## src/rtl/ex2_feeder_pkg.sv

```systemverilog
// Shared LayerNorm definitions: default row geometry, Ex2 feeder FSM encoding
// and the per-row configuration payload.
package ex2_feeder_pkg;

    localparam int unsigned N_DEFAULT  = 8;
    localparam int unsigned XW_DEFAULT = 9;
    localparam int unsigned ALPHA_W    = 2;
    localparam int unsigned INV_W      = 8;

    typedef enum logic [1:0] {
        ST_IDLE   = 2'd0,
        ST_LAUNCH = 2'd1,
        ST_STREAM = 2'd2,
        ST_WAIT   = 2'd3
    } feed_state_e;

    // Per-row scale pair latched with the first sample of a row
    typedef struct packed {
        logic [ALPHA_W-1:0] alpha;
        logic [INV_W-1:0]   inv_n;
    } row_cfg_t;

endpackage

```

## src/rtl/ex2_feeder_if.sv

```systemverilog
// Feeder bus: upstream sample handshake plus the row stream towards the Ex2 unit.
interface ex2_feeder_if #(
    parameter int unsigned XW = ex2_feeder_pkg::XW_DEFAULT
) ();
    import ex2_feeder_pkg::*;

    logic               i_in_valid;
    logic               o_in_ready;
    logic [XW-1:0]      i_in_x;
    logic [ALPHA_W-1:0] i_alpha;
    logic [INV_W-1:0]   i_inv_n;
    logic               o_valid;
    logic [XW-1:0]      o_x;
    logic [ALPHA_W-1:0] o_alpha;
    logic [INV_W-1:0]   o_inv_n;
    logic               i_done;
    logic               o_busy;

    // Feeder side
    modport slave (
        input  i_in_valid, i_in_x, i_alpha, i_inv_n, i_done,
        output o_in_ready, o_valid, o_x, o_alpha, o_inv_n, o_busy
    );

    // Upstream / Ex2 side
    modport master (
        output i_in_valid, i_in_x, i_alpha, i_inv_n, i_done,
        input  o_in_ready, o_valid, o_x, o_alpha, o_inv_n, o_busy
    );

endinterface

```

## src/rtl/ex2_row_bank.sv

```systemverilog
// One row bank: N-sample storage, row config latch and the full flag.
module ex2_row_bank
    import ex2_feeder_pkg::*;
#(
    parameter int unsigned N  = N_DEFAULT,
    parameter int unsigned XW = XW_DEFAULT
) (
    input  logic                 i_clk,
    input  logic                 i_rst,
    input  logic                 i_wr_en,
    input  logic [$clog2(N)-1:0] i_wr_idx,
    input  logic [XW-1:0]        i_wr_x,
    input  row_cfg_t             i_cfg,
    input  logic                 i_clr,
    input  logic [$clog2(N)-1:0] i_rd_idx,
    output logic [XW-1:0]        o_rd_x,
    output row_cfg_t             o_cfg,
    output logic                 o_full
);

    localparam int unsigned IW = $clog2(N);

    logic [XW-1:0] mem [N];

    // Sample storage carries no reset; a row is only read once full
    always_ff @(posedge i_clk) begin
        if (i_wr_en) begin
            mem[i_wr_idx] <= i_wr_x;
        end
    end

    assign o_rd_x = mem[i_rd_idx];

    // Fill and release never target the same bank in the same cycle
    always_ff @(posedge i_clk or posedge i_rst) begin
        if (i_rst) begin
            o_cfg  <= '0;
            o_full <= 1'b0;
        end else begin
            if (i_wr_en && (i_wr_idx == IW'(0))) begin
                o_cfg <= i_cfg;
            end
            if (i_wr_en && (i_wr_idx == IW'(N - 1))) begin
                o_full <= 1'b1;
            end else if (i_clr) begin
                o_full <= 1'b0;
            end
        end
    end

endmodule

```

## src/rtl/ex2_feeder.sv

```systemverilog
// Double-buffered row feeder: fills one bank from upstream while the other
// bank is launched and streamed to the Ex2 unit.
module ex2_feeder
    import ex2_feeder_pkg::*;
#(
    parameter int unsigned N  = N_DEFAULT,
    parameter int unsigned XW = XW_DEFAULT
) (
    input  logic         i_clk,
    input  logic         i_rst,
    ex2_feeder_if.slave  bus
);

    localparam int unsigned IW = $clog2(N);

    feed_state_e   state;
    logic          wr_bank;
    logic          rd_bank;
    logic [IW-1:0] wr_idx;
    logic [IW-1:0] cnt;
    logic [1:0]    full;
    logic [XW-1:0] bank_x   [2];
    row_cfg_t      bank_cfg [2];
    row_cfg_t      in_cfg;
    logic          wr_fire;
    logic          release_row;

    assign in_cfg      = '{alpha: bus.i_alpha, inv_n: bus.i_inv_n};
    assign wr_fire     = bus.i_in_valid && !full[wr_bank];
    assign release_row = (state == ST_WAIT) && bus.i_done;

    for (genvar b = 0; b < 2; b++) begin : g_bank
        ex2_row_bank #(
            .N  (N),
            .XW (XW)
        ) u_bank (
            .i_clk    (i_clk),
            .i_rst    (i_rst),
            .i_wr_en  (wr_fire && (wr_bank == 1'(b))),
            .i_wr_idx (wr_idx),
            .i_wr_x   (bus.i_in_x),
            .i_cfg    (in_cfg),
            .i_clr    (release_row && (rd_bank == 1'(b))),
            .i_rd_idx (cnt),
            .o_rd_x   (bank_x[b]),
            .o_cfg    (bank_cfg[b]),
            .o_full   (full[b])
        );
    end

    // Write pointer: advance per accepted sample, hop banks at row end
    always_ff @(posedge i_clk or posedge i_rst) begin
        if (i_rst) begin
            wr_bank <= 1'b0;
            wr_idx  <= '0;
        end else if (wr_fire) begin
            if (wr_idx == IW'(N - 1)) begin
                wr_idx  <= '0;
                wr_bank <= ~wr_bank;
            end else begin
                wr_idx <= wr_idx + IW'(1);
            end
        end
    end

    // Stream FSM; i_done only matters in WAIT, which has no timeout
    always_ff @(posedge i_clk or posedge i_rst) begin
        if (i_rst) begin
            state   <= ST_IDLE;
            rd_bank <= 1'b0;
            cnt     <= '0;
        end else begin
            case (state)
                ST_IDLE: begin
                    if (full[rd_bank]) begin
                        state <= ST_LAUNCH;
                    end
                end
                ST_LAUNCH: begin
                    cnt   <= '0;
                    state <= ST_STREAM;
                end
                ST_STREAM: begin
                    if (cnt == IW'(N - 1)) begin
                        cnt   <= '0;
                        state <= ST_WAIT;
                    end else begin
                        cnt <= cnt + IW'(1);
                    end
                end
                ST_WAIT: begin
                    if (bus.i_done) begin
                        rd_bank <= ~rd_bank;
                        state   <= ST_IDLE;
                    end
                end
                default: state <= ST_IDLE;
            endcase
        end
    end

    // Outputs are pure decodes of flopped state and bank contents
    assign bus.o_in_ready = !full[wr_bank];
    assign bus.o_valid    = (state == ST_LAUNCH);
    assign bus.o_x        = (state == ST_STREAM) ? bank_x[rd_bank] : '0;
    assign bus.o_alpha    = (state != ST_IDLE) ? bank_cfg[rd_bank].alpha : '0;
    assign bus.o_inv_n    = (state != ST_IDLE) ? bank_cfg[rd_bank].inv_n : '0;
    assign bus.o_busy     = (|full) || (state != ST_IDLE);

endmodule

```

## src/flat_wrapper.sv

```systemverilog
// flat-port wrapper written by rule: the top's interface ports become plain ports
module ex2_feeder_flat import ex2_feeder_pkg::*;
#(
    parameter int unsigned N  = N_DEFAULT,
    parameter int unsigned XW = XW_DEFAULT
)
  (i_clk, i_rst, bus_i_in_valid, bus_i_in_x, bus_i_alpha, bus_i_inv_n, bus_i_done, bus_o_in_ready, bus_o_valid, bus_o_x, bus_o_alpha, bus_o_inv_n, bus_o_busy);
  ex2_feeder_if #(.XW(XW)) bus_i ();
  input  logic i_clk;
  input  logic i_rst;
  input wire logic [$bits(bus_i.i_in_valid)-1:0] bus_i_in_valid;
  input wire logic [$bits(bus_i.i_in_x)-1:0] bus_i_in_x;
  input wire logic [$bits(bus_i.i_alpha)-1:0] bus_i_alpha;
  input wire logic [$bits(bus_i.i_inv_n)-1:0] bus_i_inv_n;
  input wire logic [$bits(bus_i.i_done)-1:0] bus_i_done;
  output wire logic [$bits(bus_i.o_in_ready)-1:0] bus_o_in_ready;
  output wire logic [$bits(bus_i.o_valid)-1:0] bus_o_valid;
  output wire logic [$bits(bus_i.o_x)-1:0] bus_o_x;
  output wire logic [$bits(bus_i.o_alpha)-1:0] bus_o_alpha;
  output wire logic [$bits(bus_i.o_inv_n)-1:0] bus_o_inv_n;
  output wire logic [$bits(bus_i.o_busy)-1:0] bus_o_busy;
  assign bus_i.i_in_valid = bus_i_in_valid;
  assign bus_i.i_in_x = bus_i_in_x;
  assign bus_i.i_alpha = bus_i_alpha;
  assign bus_i.i_inv_n = bus_i_inv_n;
  assign bus_i.i_done = bus_i_done;
  assign bus_o_in_ready = bus_i.o_in_ready;
  assign bus_o_valid = bus_i.o_valid;
  assign bus_o_x = bus_i.o_x;
  assign bus_o_alpha = bus_i.o_alpha;
  assign bus_o_inv_n = bus_i.o_inv_n;
  assign bus_o_busy = bus_i.o_busy;
  ex2_feeder #(.N(N), .XW(XW)) u_core (.i_clk(i_clk), .i_rst(i_rst), .bus(bus_i));
endmodule
```

## config.mk

```make
export PLATFORM = sky130hd
export DESIGN_NAME = ex2_feeder_flat
export DESIGN_NICKNAME = d
export VERILOG_FILES = /design/src/rtl/ex2_feeder_pkg.sv /design/src/rtl/ex2_feeder_if.sv /design/src/rtl/ex2_row_bank.sv /design/src/rtl/ex2_feeder.sv /design/src/flat_wrapper.sv
export SDC_FILE = /design/constraint.sdc
export NUM_CORES = 1
export LEC_CHECK = 0
export CAP_MARGIN = 30
export CELL_PAD_IN_SITES_DETAIL_PLACEMENT = 0
export CELL_PAD_IN_SITES_GLOBAL_PLACEMENT = 1
export CORE_ASPECT_RATIO = 0.6
export CORE_UTILIZATION = 46
export DETAILED_ROUTE_END_ITERATION = 12
export PLACE_DENSITY_LB_ADDON = 0.1
export SLEW_MARGIN = 30
export SYNTH_ARGS = -nofsm -noshare
export SYNTH_HDL_FRONTEND = slang
export SYNTH_SLANG_ARGS = --single-unit
```

## constraint.sdc

```tcl
create_clock -name i_clk -period 1.8 [get_ports i_clk]
set_clock_uncertainty 0.05 [all_clocks]
set_input_delay 0.27 -clock i_clk [delete_from_list [all_inputs] [get_ports i_clk]]
set_output_delay 0.27 -clock i_clk [all_outputs]
set_load 0.005 [all_outputs]
```

==> results of run 1 <==
-- where the power goes --
part / leakage [nW] / switching (W) / internal [W] / total [W]
registers: 1.69 / 0.000297 / 0.00503 / 0.00533
clock network: 0.275 / 0.00170 / 0.00184 / 0.00354
logic: 1.37 / 0.00209 / 0.00229 / 0.00438
-- cells by family (layout without fill, tap and decap cells) --
| family | count (synthesis) | in the layout | synth area share (%) |
|---|---|---|---|
| multiplexers | 88 | 88 | 16.27 |
| buffers and inverters | 29 | 162 | 2.551 |
| flip-flops | 176 | 176 | 70.60 |
| adder cells (fa/ha/maj) | 9 | 9 | 1.551 |
| XOR/XNOR | 1 | 1 | 0.1207 |
| AND/OR/NAND/NOR | 69 | 69 | 4.361 |
| AO/OA/AOI/OAI | 47 | 47 | 4.550 |
-- area by class of cell --
cell class | count | share of cell area, %
sequential | 176 | 55.68
multi-input combinational | 214 | 22.78
timing repair buffer | 123 | 12.21
clock buffer | 17 | 4.618
tap | 203 | 2.757
clock inverter | 15 | 1.644
inverter | 7 | 0.3124
-- placed cells by master, fill, tap and decap left out, drive strengths merged --
cell	n
mux2i	49
o211ai	9
a22o	1
mux4	18
nand2b	3
a22oi	9
nor2	27
clkinv	7
or2	1
nor3b	2
clkinvlp	2
o21ai	14
nand2	20
xnor2	1
a21oi	1
o32a	1
nand3	3
edfxtp	144
a21o	1
dfrtp	32
dlygate4sd2	1
nor2b	3
a221oi	9
mux2	21
nand3b	2
nand4b	1
buf	100
and2	2
a211oi	1
clkbuf	17
ha	9
inv	13
clkdlybuf4s50	22
o31ai	1
nor3	5
-- how the worst max path moves through the flow --
stage	startpoint	endpoint	slack, ps	cells after the start
CTS	u_core.cnt[0]	bus_o_x[3]	-670	7
global placement	u_core.cnt[0]	bus_o_x[0]	-590	8
finish	u_core.cnt[0]	bus_o_x[0]	-630	7
detailed placement	u_core.cnt[0]	bus_o_x[0]	-620	8
floorplan	u_core.g_bank[1].u_bank.o_full	u_core.g_bank[1].u_bank.mem[4][0]	30	2
global route	u_core.cnt[0]	bus_o_x[0]	-700	7
-- cell usage after synthesis (all sizes together) (2+ instances only) --
master,number
ha,9
and2,2
nand2b,3
nor2b,3
nor3,5
inv,7
nand3,3
dfrtp,32
mux4,18
nor2,27
a22oi,9
mux2,21
nand2,20
clkbuf,5
a221oi,9
nor3b,2
mux2i,49
edfxtp,144
o21ai,14
buf,17
nand3b,2
o211ai,9
-- critical path, stage by stage (launching register included) --
cell     delay, ps
dfrtp_2        430
buf_12         130
buf_12         130
buf_12         130
mux4_2         540
o21ai_2        130
nand2_1         60
buf_2          130
-- metal layers --
layer  vias up  global-route usage (%)  wire length [um]
li1       1876                       -                 -
met1      2135                   34.86              8334
met2       131                   29.67              7028
met3        10                   4.629               987
met4         0                   6.125                98
met5         -                       0                 0
-- state kept, by name, summed over array words and instances (netlist names) --
| signal | count |
|---|---|
| u_core.wr_bank | 1 |
| u_core.g_bank.u_bank.o_cfg | 20 |
| u_core.g_bank.u_bank.o_full | 2 |
| u_core.g_bank.u_bank.mem | 144 |
| u_core.wr_idx | 3 |
| u_core.rd_bank | 1 |
| u_core.cnt | 3 |
| u_core.state | 2 |
-- per-stage QoR --
step | cell area (um2) | utilization (%) | cells | hold WS (ps)
floorplan | 7274 | - | 419 | 318.9
global placement | 8324 | 54.16 | 704 | 436.2
detailed placement | 8324 | 54.16 | 704 | 443.2
CTS | 9109 | 59.26 | 750 | 218.9
global route | 9211 | 59.93 | 755 | 261.2
finish | 9211 | 59.93 | 755 | 213.2
-- what timing repair did --
item,4_1_cts,5_1_grt
setup buffers,13,9
pin swaps,40,11
gates resized for setup,153,26
cloned,1,0
endpoints found under the setup margin,24,52
==> metrics, run 1 <==
status complete, but fails checks; failing checks setup timing; fin nets between 500 and 600; Slew Viols, Final 0; DRT antenna net count 0; # diodes 0; Critical Path RT 1480 ps; f_max 0.4110 GHz; critical path class reg -> out; die height 99.31 um; first-pass GRT wire length 25.07 mm; number of flops mapped to enable cells by yosys 144; Die W 164.2 um; Die Area between 15000 and 20000 um2; Synth cell types 38; synthesized area a little over 7000 um2; setup tns final -6336 ps; initial antenna violation count 0; Worst-Skew Late Latency 420 ps; vias 4152; Fillers 1162; CTS Root Cell clkbuf_16; TritonCTS buffer count 17; CP Capture Type output port; crit path max fanout 6; R2R setup slack -50 ps; Seq/Total Area, Yosys 70.60%; Post-Syn Area per Cell 17.33 um2; DR WL/cell 21.79 um; reg2reg start u_core.cnt[0]; Worst-path clk slew 70 ps; # rows 35; Synth-to-Final Area Change 26.89%; max_cap viols 0; vias in the first global route 4154; layout cell share with drive strength beyond 1 39.13%; Slew HR roughly 53%; Clock Tree Buf Depth 2; RSZ-0062 raised after global routing yes; top cells by area, synth edfxtp_1 60%, dfrtp_1 11%, mux2i_1 6.8%, mux4_1 4.7%, mux2_2 3.3%; PwrDens 1438 nW/um2; Post-Place Setup Slack -621.6 ps; Pre-antenna DRT Iters 5; Synth Flop Type edfxtp_1; endpoints failing hold 0; Initial Util 47.23%; Routed Wire Length 16.45 mm; Core Footprint between 15000 and 20000 um2; hold_buf cts 0; GRT Util Overall 21.79%; H-tree depth 4; Iter 0 DRT Violations 327; crit start category register; DRC 0; Synth top area share 59.57%; Final setup viols 21; post-layout min period between 2000 and 2500 ps; Worst-Margin Slew about 700 ps; largest net degree at the start of global routing 33; grt ovf 0; Vias per Instance roughly 5.5; Reg-to-Reg End u_core.cnt[0]; clock sinks 176; Top Ports 45; cells after synthesis 419; #FFs+latches synth 176; FF/Latch Area slightly above 5000 um2; crit path DAT 2110 ps; R2R cell count 9; ys async rst share 18.18%; VDD IR max 614.6 uV; leakage power between 3 and 4 nW; gpl congestion 0.7941; Tcrit/Tclk final 135.2%; multi-input logic area 2098 um2; Port Buf Inserts 44; PnR worst setup slack -633.3 ps; Total Power between 0.01 and 0.015 W; syn_nets 451; final HPWL from detailed placement around 11 mm; CTS tree yes; class of the worst hold path in -> async; top cell type by total area after synthesis edfxtp_1; yosys warns 0
Power figures use the tool's default switching activity.
==> run 2, diff against run 1 <==
- CORE_UTILIZATION: 46 -> 49
- DONT_BUFFER_PORTS: default -> 1
==> run 2 against run 1 <==
Net effect:
- the flow still finishes with violations (setup timing)
- routed wire length hardly changed
- power is 3.9% lower
- worst hold slack lost 180 ps
- non-clock buffer count is 46 lower
- register-to-register slack improved by 160 ps
- final cell count down 6.8%
- sequential power about the same
- critical path type unchanged
==> metrics, run 2 (synthesis gave the netlist of run 1 again) <==
Biggest register u_core.g_bank.u_bank.mem; CTS Root Cell clkbuf_16; clock power share 27.6% (+0.9 points); Vias per Instance 5.673 (+3.2%); initial antenna violation count 1 (+1); class of the worst hold path in -> reg; grt ovf 0 (unchanged); Clock Tree Buf Depth 2 (unchanged); DR WL/cell 23.35 um (+7.2%); Slew Viols, Final 0 (unchanged); Top Ports 45 (unchanged); Iter 0 DRT Violations 386 (+18%); Synth-to-Final Area Change 21.23%; endpoints failing hold 0 (unchanged); Int Pwr 0.008719 W (-4.8%); Critical Path RT 1480 ps (about the same); VDD IR max 687.4 uV (+12%); Sw Share 31.46% (+0.61 points); Top Registers u_core.g_bank.u_bank.mem (144), u_core.g_bank.u_bank.o_cfg (20); final HPWL from detailed placement 10.69 mm (-1.5%); RSZ-0062 raised after global routing yes; failing checks setup timing; R2R cell count 7 (-2); power share of the sequential group 41.8% (+1.6 points); CTS tree yes; H-tree depth 4 (unchanged); Final setup viols 9 (-57%); max reg flops 144 (unchanged); Die Area 15320 um2 (-6.0%); Pre-antenna DRT Iters 5 (unchanged); Die W 159.1 um (-3.1%); Port Buf Inserts 0 (-100%); worst hold stages 2; vias 3994 (-3.8%); gpl congestion 0.8641 (+8.8%); P_sw 0.004002 W (-2.0%); layout cell share with drive strength beyond 1 32.61% (-6.5 points); fin nets 525 (-8.1%); GRT Util Overall 22.82% (+1.0 points); crit path DAT 1990 ps (-120 ps); Slew HR 54.33% (+1.4 points); CP max stage delay 540 ps (about the same); commonest cells after routing, fill and taps aside 144 x edfxtp_1, 46 x buf_4, 42 x mux2i_1, 31 x dfrtp_1; crit path cell chain buf_12, buf_16, mux4_1, o211ai_1, nand2_1; CP Capture Type output port; crit path max fanout 5 (-1); Worst-Skew Late Latency 420 ps (about the same); max_cap viols 0 (unchanged); Gate power share 30.6% (-2.4 points); die height 96.28 um (-3.1%); setup tns final -4338 ps (+1998 ps); TritonCTS buffer count 17 (unchanged); status complete, but fails checks; critical path class reg -> out; vias in the first global route 3812 (-8.2%); commonest non-fill, non-tap cell in the layout edfxtp_1; Routed Wire Length 16.44 mm (about the same); leakage power 3.115 nW (-6.4%); Core Footprint 14460 um2 (-5.9%); slowest CP cell mux4_1; first-pass GRT wire length 24.38 mm (-2.8%); crit start category register; Post-Place Setup Slack -102.3 ps (+519.4 ps); Tcrit/Tclk final 128.3% (-6.9 points); # rows 34 (-2.9%); post-layout min period 2309 ps (-123.8 ps); Worst-path clk slew 70 ps (about the same); clock sinks 176 (unchanged); Worst-Margin Slew 682.7 ps (-21.40 ps); f_max 0.4330 GHz (+5.4%); largest net degree at the start of global routing 33 (unchanged); PnR worst setup slack -509.5 ps (+123.8 ps); DRT antenna net count 0 (unchanged); Initial Util 50.19% (+3.0 points); DRC 0 (unchanged); PwrDens 1445 nW/um2 (+0.55%); # diodes 0 (unchanged)
[run 2: cell count changes in the layout (fill, tap and decap cells not counted), moves of 4 or more]
cell / before / now
buf_8: 5 / 0
clkdlybuf4s50_1: 22 / 0
dlygate4sd3_1: 0 / 21
buf_2: 21 / 0
buf_6: 16 / 3
buf_4: 50 / 46
[run 2: routing by layer]
layer  up-vias  track usage, %  wire, um
li1       1788               -         -
met1      2069           35.27      8357
met2       122           30.70      6841
met3        13           6.635      1088
met4         2           6.731       141
met5         -               0        13
[run 2: area by class of cell]
cell class                 instances  area (um2)
clock buffer                      18       429.2
tap                              198       247.7
sequential                       176        5126
multi-input combinational        214        2081
clock inverter                    14       143.9
timing repair buffer              77       744.5
fill                            1107        5663
inverter                           7       28.78
[run 2: critical path, delay by kind of cell, from the launching register on]
| kind | cells | cell delay, ps |
|---|---|---|
| flops | 1 | 470 |
| buf+inv | 2 | 280 |
| simple gates | 1 | 100 |
| compound gates | 1 | 170 |
| mux | 1 | 540 |
[run 2: path summary, 6_finish.rpt]
kind | startpoint | to | slack (ps)
min in group asynchronous | i_rst | u_core.g_bank[0].u_bank.o_cfg[9] | 330
hold reg to reg | u_core.g_bank[0].u_bank.o_cfg[9] | u_core.g_bank[0].u_bank.o_cfg[9] | 460
setup reg to reg | u_core.cnt[0] | u_core.cnt[0] | 110
hold / removal | bus_i_done | u_core.g_bank[1].u_bank.o_full | 30
max in group asynchronous | i_rst | u_core.cnt[0] | 1040
setup / recovery | u_core.cnt[0] | bus_o_x[8] | -510
[run 2: through the flow]
stage	utilization (%)	cell area, um2	total power, W	hold slack, ps	instances
floorplan	-	7274	0.007508	318.9	419
global placement	53.81	7782	0.008534	226.6	645
detailed placement	53.81	7782	0.008597	231.8	645
CTS	60.11	8695	0.01257	8.976	704
global route	60.85	8801	0.01333	21.01	704
finish	60.85	8801	0.01272	30.77	704
[run 2: timing repair]
| item | 4_1_cts | 5_1_grt |
|---|---|---|
| setup endpoints to repair | 22 | 15 |
| resized for setup | 22 | 33 |
| pin swaps | 3 | 2 |
| hold endpoints to repair | 197 | 0 |
| setup buffers | 5 | 0 |
| hold buffers | 21 | 0 |
| cloned | 2 | 0 |
[run 2: power groups by stage]
| stage | registers (W) | clock network, W | logic [W] |
|---|---|---|---|
| global route | 0.00538 | 0.00375 | 0.00420 |
| finish | 0.00532 | 0.00351 | 0.00390 |
| floorplan | 0.00530 | 0 | 0.00221 |
| global placement | 0.00535 | 0 | 0.00319 |
| detailed placement | 0.00538 | 0 | 0.00322 |
| CTS | 0.00530 | 0.00358 | 0.00369 |
